$ cat src/rtl/imm_ext_pkg.sv
// Shared definitions for the immediate extender: mode encodings and buffer depth.
package imm_ext_pkg;

  typedef enum logic [1:0] {
    IMM_SEXT      = 2'b00,
    IMM_ZEXT      = 2'b01,
    IMM_SEXT_SHL1 = 2'b10,
    IMM_UPPER     = 2'b11
  } imm_mode_e;

  localparam int unsigned FIFO_DEPTH = 2;

endpackage : imm_ext_pkg

$ cat src/rtl/imm_ext_core.sv
// Combinational immediate extender: sign/zero extension, branch-offset
// (sign-extend, shift left 1) and upper placement of an IN_W-bit field.
import imm_ext_pkg::*;

module imm_ext_core #(
  parameter int unsigned IN_W  = 9,
  parameter int unsigned OUT_W = 16
) (
  input  logic [IN_W-1:0]  in_imm,
  input  logic [1:0]       in_mode,
  output logic [OUT_W-1:0] ext_data
);

  logic [OUT_W-1:0] sext;
  logic [OUT_W-1:0] zext;

  // Build both base extensions, then select the requested form.
  // Bits are filled first and then overwritten, so IN_W == OUT_W needs no zero-width replication.
  always_comb begin
    sext           = {OUT_W{in_imm[IN_W-1]}};
    sext[IN_W-1:0] = in_imm;
    zext           = '0;
    zext[IN_W-1:0] = in_imm;
    ext_data       = sext;
    case (imm_mode_e'(in_mode))
      IMM_SEXT:      ext_data = sext;
      IMM_ZEXT:      ext_data = zext;
      IMM_SEXT_SHL1: ext_data = {sext[OUT_W-2:0], 1'b0};
      IMM_UPPER:     ext_data = zext << (OUT_W - IN_W);
      default:       ext_data = sext;
    endcase
  end

endmodule : imm_ext_core

$ cat src/rtl/imm_ext_pipe.sv
// Pipelined immediate extender: extension followed by a 2-entry skid FIFO
// with valid/ready on both sides and a synchronous flush.
// Optional build macro IMM_EXT_PERF_EN adds a saturating stall_cnt output.
import imm_ext_pkg::*;

module imm_ext_pipe #(
  parameter int unsigned IN_W  = 9,
  parameter int unsigned OUT_W = 16
) (
  input  logic             clk,
  input  logic             rst_n,
  input  logic             flush,
  input  logic             in_valid,
  output logic             in_ready,
  input  logic [IN_W-1:0]  in_imm,
  input  logic [1:0]       in_mode,
  output logic             out_valid,
  input  logic             out_ready,
  output logic [OUT_W-1:0] out_data
`ifdef IMM_EXT_PERF_EN
  ,
  output logic [15:0]      stall_cnt
`endif
);

  if (IN_W < 2 || IN_W > OUT_W) begin : g_bad_width
    $error("imm_ext_pipe: IN_W must lie in 2..OUT_W");
  end

  logic [OUT_W-1:0] ext_data;
  logic [OUT_W-1:0] data0_q, data0_d;
  logic [OUT_W-1:0] data1_q, data1_d;
  logic [1:0]       count_q, count_d;
  logic             push, pop;

  imm_ext_core #(
    .IN_W  (IN_W),
    .OUT_W (OUT_W)
  ) u_core (
    .in_imm   (in_imm),
    .in_mode  (in_mode),
    .ext_data (ext_data)
  );

  // Handshake flags depend on registered occupancy only, never on out_ready.
  always_comb begin
    in_ready  = (count_q < 2'(FIFO_DEPTH));
    out_valid = (count_q != '0);
    out_data  = data0_q;
    push      = in_valid & in_ready;
    pop       = out_valid & out_ready;
  end

  // Next-state for occupancy and entries; flush wins over push and pop.
  always_comb begin
    count_d = count_q;
    data0_d = data0_q;
    data1_d = data1_q;
    if (flush) begin
      count_d = '0;
    end else begin
      case ({push, pop})
        2'b10: begin
          if (count_q == '0) data0_d = ext_data;
          else               data1_d = ext_data;
          count_d = count_q + 2'd1;
        end
        2'b01: begin
          data0_d = data1_q;
          count_d = count_q - 2'd1;
        end
        // Only reachable at count 1: the head leaves and the newcomer takes its slot.
        2'b11:   data0_d = ext_data;
        default: ;
      endcase
    end
  end

  // FIFO state registers.
  always_ff @(posedge clk or negedge rst_n) begin
    if (!rst_n) begin
      count_q <= '0;
      data0_q <= '0;
      data1_q <= '0;
    end else begin
      count_q <= count_d;
      data0_q <= data0_d;
      data1_q <= data1_d;
    end
  end

`ifdef IMM_EXT_PERF_EN
  logic [15:0] stall_cnt_q, stall_cnt_d;

  // Saturating count of cycles where the producer is held off.
  always_comb begin
    stall_cnt_d = stall_cnt_q;
    if (in_valid && !in_ready && stall_cnt_q != '1) stall_cnt_d = stall_cnt_q + 16'd1;
  end

  // Stall counter register; only reset clears it.
  always_ff @(posedge clk or negedge rst_n) begin
    if (!rst_n) stall_cnt_q <= '0;
    else        stall_cnt_q <= stall_cnt_d;
  end

  assign stall_cnt = stall_cnt_q;
`endif

endmodule : imm_ext_pipe

$ cat config.mk
export PLATFORM = sky130hd
export DESIGN_NAME = imm_ext_pipe
export DESIGN_NICKNAME = d
export VERILOG_FILES = /design/src/rtl/imm_ext_pkg.sv /design/src/rtl/imm_ext_core.sv /design/src/rtl/imm_ext_pipe.sv
export SDC_FILE = /design/constraint.sdc
export NUM_CORES = 1
export LEC_CHECK = 0
export CAP_MARGIN = 10
export CORE_AREA = 2 2 78 80
export CTS_BUF_LIST = sky130_fd_sc_hd__clkbuf_16
export DETAILED_ROUTE_END_ITERATION = 6
export DIE_AREA = 0 0 80 82
export PLACE_DENSITY = 0.46
export SLEW_MARGIN = 15
export SYNTH_ARGS = -nofsm -noshare
export SYNTH_HDL_FRONTEND = slang
export SYNTH_SLANG_ARGS = --single-unit
$ cat constraint.sdc
create_clock -name clk -period 1.9 [get_ports clk]
set_clock_uncertainty 0.1 [all_clocks]
set_input_delay 0.285 -clock clk [delete_from_list [all_inputs] [get_ports clk]]
set_output_delay 0.285 -clock clk [all_outputs]
set_load 0.02 [all_outputs]
==> flow_metrics.py <==
metrics = {
    "timing": {
        "fmax_mhz": 560,
        "worst_pin_slew_ps": 483,
        "finalSetupTns_ps": 0,
        "period_share": 0.939,
        "slew_viol_final": 0,
        "setup_violations": 0,
        "final_hold_viol_count": 0,
        "relSlewSlack": 0.674,
        "rsz0062_at_grt": "no",
        "period_minus_slack_ps": 1780,
        "fin_hold_ws_ps": 320,
    },
    "global_routing": {
        "use_met2": 0.221,
        "busiest_layer": "met2",
        "antenna_found_initial": 0,
        "grt_pass1_vias": 1389,
        "grt_use_total": 0.139,
        "gr-total-overflow": 0,
        "grt_max_degree": 35,
        "gr-usage-met3": 0.0352,
        "use_met1": 0.183,
        "grt_pass1_wl_um": 6950,
    },
    "job": {
        "maxCapViolCount": 0,
    },
    "critical_path": {
        "critPathCaptureType": "output port",
        "path_max_fanout": 9,
        "cp-start-kind": "register",
        "path_class": "reg2out",
        "critPathMaxStageDelay_ps": 590,
        "crit_required_ps": 1510,
        "path_buf_inv": 2,
        "path_delay_family": "buffers and inverters",
        "critPathArrivalTime_ps": 1400,
        "crit_slowest_cell": "clkdlybuf4s50_1",
        "crit_path_cell_trace": "inv_1 -> clkdlybuf4s50_1",
    },
    "final_layout": {
        "area_growth_pct": 37.9,
        "fin_nets": 235,
        "fin_util": 0.399,
        "instances_no_fill": 294,
        "antennaDiodeCount": 0,
        "drive_gt1_frac": 0.114,
    },
    "clock_tree": {
        "root_buffer": "clkbuf_16",
        "cts_tree": "yes",
        "ctsHoldBuffers": 0,
        "cts.path.max_buffers": 2,
        "cts_buffers": 5,
        "clk_pin_slew_worst_paths_ps": 50,
        "htree_levels": 2,
        "clock_sinks": 34,
        "clock_latency_ps": 270,
    },
    "synthesis": {
        "synth_edf_count": 0,
        "yosysUniqueCellTypes": 30,
        "syn_nets": 192,
        "ys_seq_area_frac": 0.512,
        "synth_top_cell_by_area": "dfrtp_1",
        "syn_inst": 176,
        "synthFlopType": "dfrtp_1",
        "async_reset_ff_frac": 1.00,
        "synth.ff_latch_count": 34,
        "syn_area_um2": 1660,
        "synth_most_common_cell": "dfrtp_1",
        "avgSynthCellArea_um2": 9.44,
        "netlist_top_cells_area": "dfrtp_1, nand2_1, o21ai_1",
        "ys_top_cells_by_count": "dfrtp_1, nand2_1, o21ai_1, a21oi_1, o21ai_0",
        "synth_top_area_frac": 0.512,
        "synth_warnings": 0,
    },
    "route": {
        "vias": 1391,
        "initialDrtViolationCount": 62,
        "viasPerCell": 4.73,
        "drc_errors": 0,
        "wl_per_cell_um": 14.0,
        "routed_wl_um": 4110,
        "antenna_left": 0,
        "drt_pass1_iterations": 4,
    },
    "power": {
        "p_leak_nw": 1.01,
        "power.density_nw_per_um2": 991,
        "vdd_drop_max_mv": 0.387,
    },
    "worst_hold_path": {
        "hp-class": "in2async",
    },
    "floorplanning": {
        "start_util": 0.289,
        "die_h_um": 82,
        "die_w_um": 80,
        "core_um2": 5750,
        "io_pins": 34,
        "rows": 28,
        "die-area_um2": 6560,
    },
    "placement": {
        "dpl.hpwl_um": 3010,
        "gp_congestion": 0.838,
        "placedCellCount": 287,
        "portBuffers": 33,
    },
    "outcome": {
        "status": "completed",
    },
}
timing repair:
item,4_1_cts,5_1_grt
buffers inserted,0,0
hold endpoints to repair,0,0
setup endpoints to repair,1,0
resized for setup,1,0
where the power goes:
part / switching (W) / internal [W]
combinational: 0.000289 / 0.000292
clock: 0.000268 / 0.000467
sequential: 0.0000818 / 0.000872
routing by layer:
metal  part of all wire  wire [um]
met1               0.47       1940
met3              0.050        204
met2               0.47       1930
met5                  0          0
met4              0.011         44
cell families after synthesis:
logic type      synth area share
buf+inv                   0.0392
simple gates               0.166
compound gates             0.252
flops                      0.512
mux                       0.0316
layout make-up:
cell class	count	area, um2
Fill cell	578	3450
Sequential cell	34	851
Multi-Input combinational cell	130	746
Timing Repair Buffer	45	457
Clock buffer	5	125
Tap cell	75	93.8
Inverter	3	11.3
Clock inverter	2	7.51
layout by cell type, fill, tap and decap left out, types with 3 or more instances in the layout:
cell type,Yosys,routed
clkdlybuf4s50_1,0,32
a22o_1,6,6
o21a_1,7,7
buf_12,0,3
buf_4,1,9
inv_1,3,5
dfrtp_1,34,34
a21oi_1,14,14
nor2_1,5,5
mux2i_1,3,3
nor2b_1,3,3
nand2_1,31,31
and2_1,6,6
clkbuf_16,0,5
o21ai_1,17,17
nand2b_1,3,3
or2_2,3,3
o21ai_0,13,13
a22oi_1,6,6
metrics by stage:
step,total power [W],worst slack (ps),instance area [um2]
4_1_cts,0.00230,104,2290
5_1_grt,0.00240,28.5,2290
2_1_floorplan,0.00126,223,1660
3_5_place_dp,0.00156,-101,2160
6_report,0.00227,115,2290
3_3_place_gp,0.00155,-60.6,2160
flip-flops by register name (all words and copies together), names as in the netlist:
signal,cells
out_data,16
count_q,2
data1_q,16
final timing paths:
kind	from	depth (start not counted)	endpoint	slack [ps]
worst max-delay path	count_q[1]	2	in_ready	120
worst min-delay path	rst_n	2	data1_q[2]	320
worst max register to register	count_q[1]	5	out_data[15]	160
worst min register to register	data1_q[5]	2	data1_q[5]	380
max in group asynchronous	rst_n	2	out_data[10]	1070
min in group clk	data1_q[5]	2	data1_q[5]	380
Note: power is estimated with default switching activity, not from simulation.
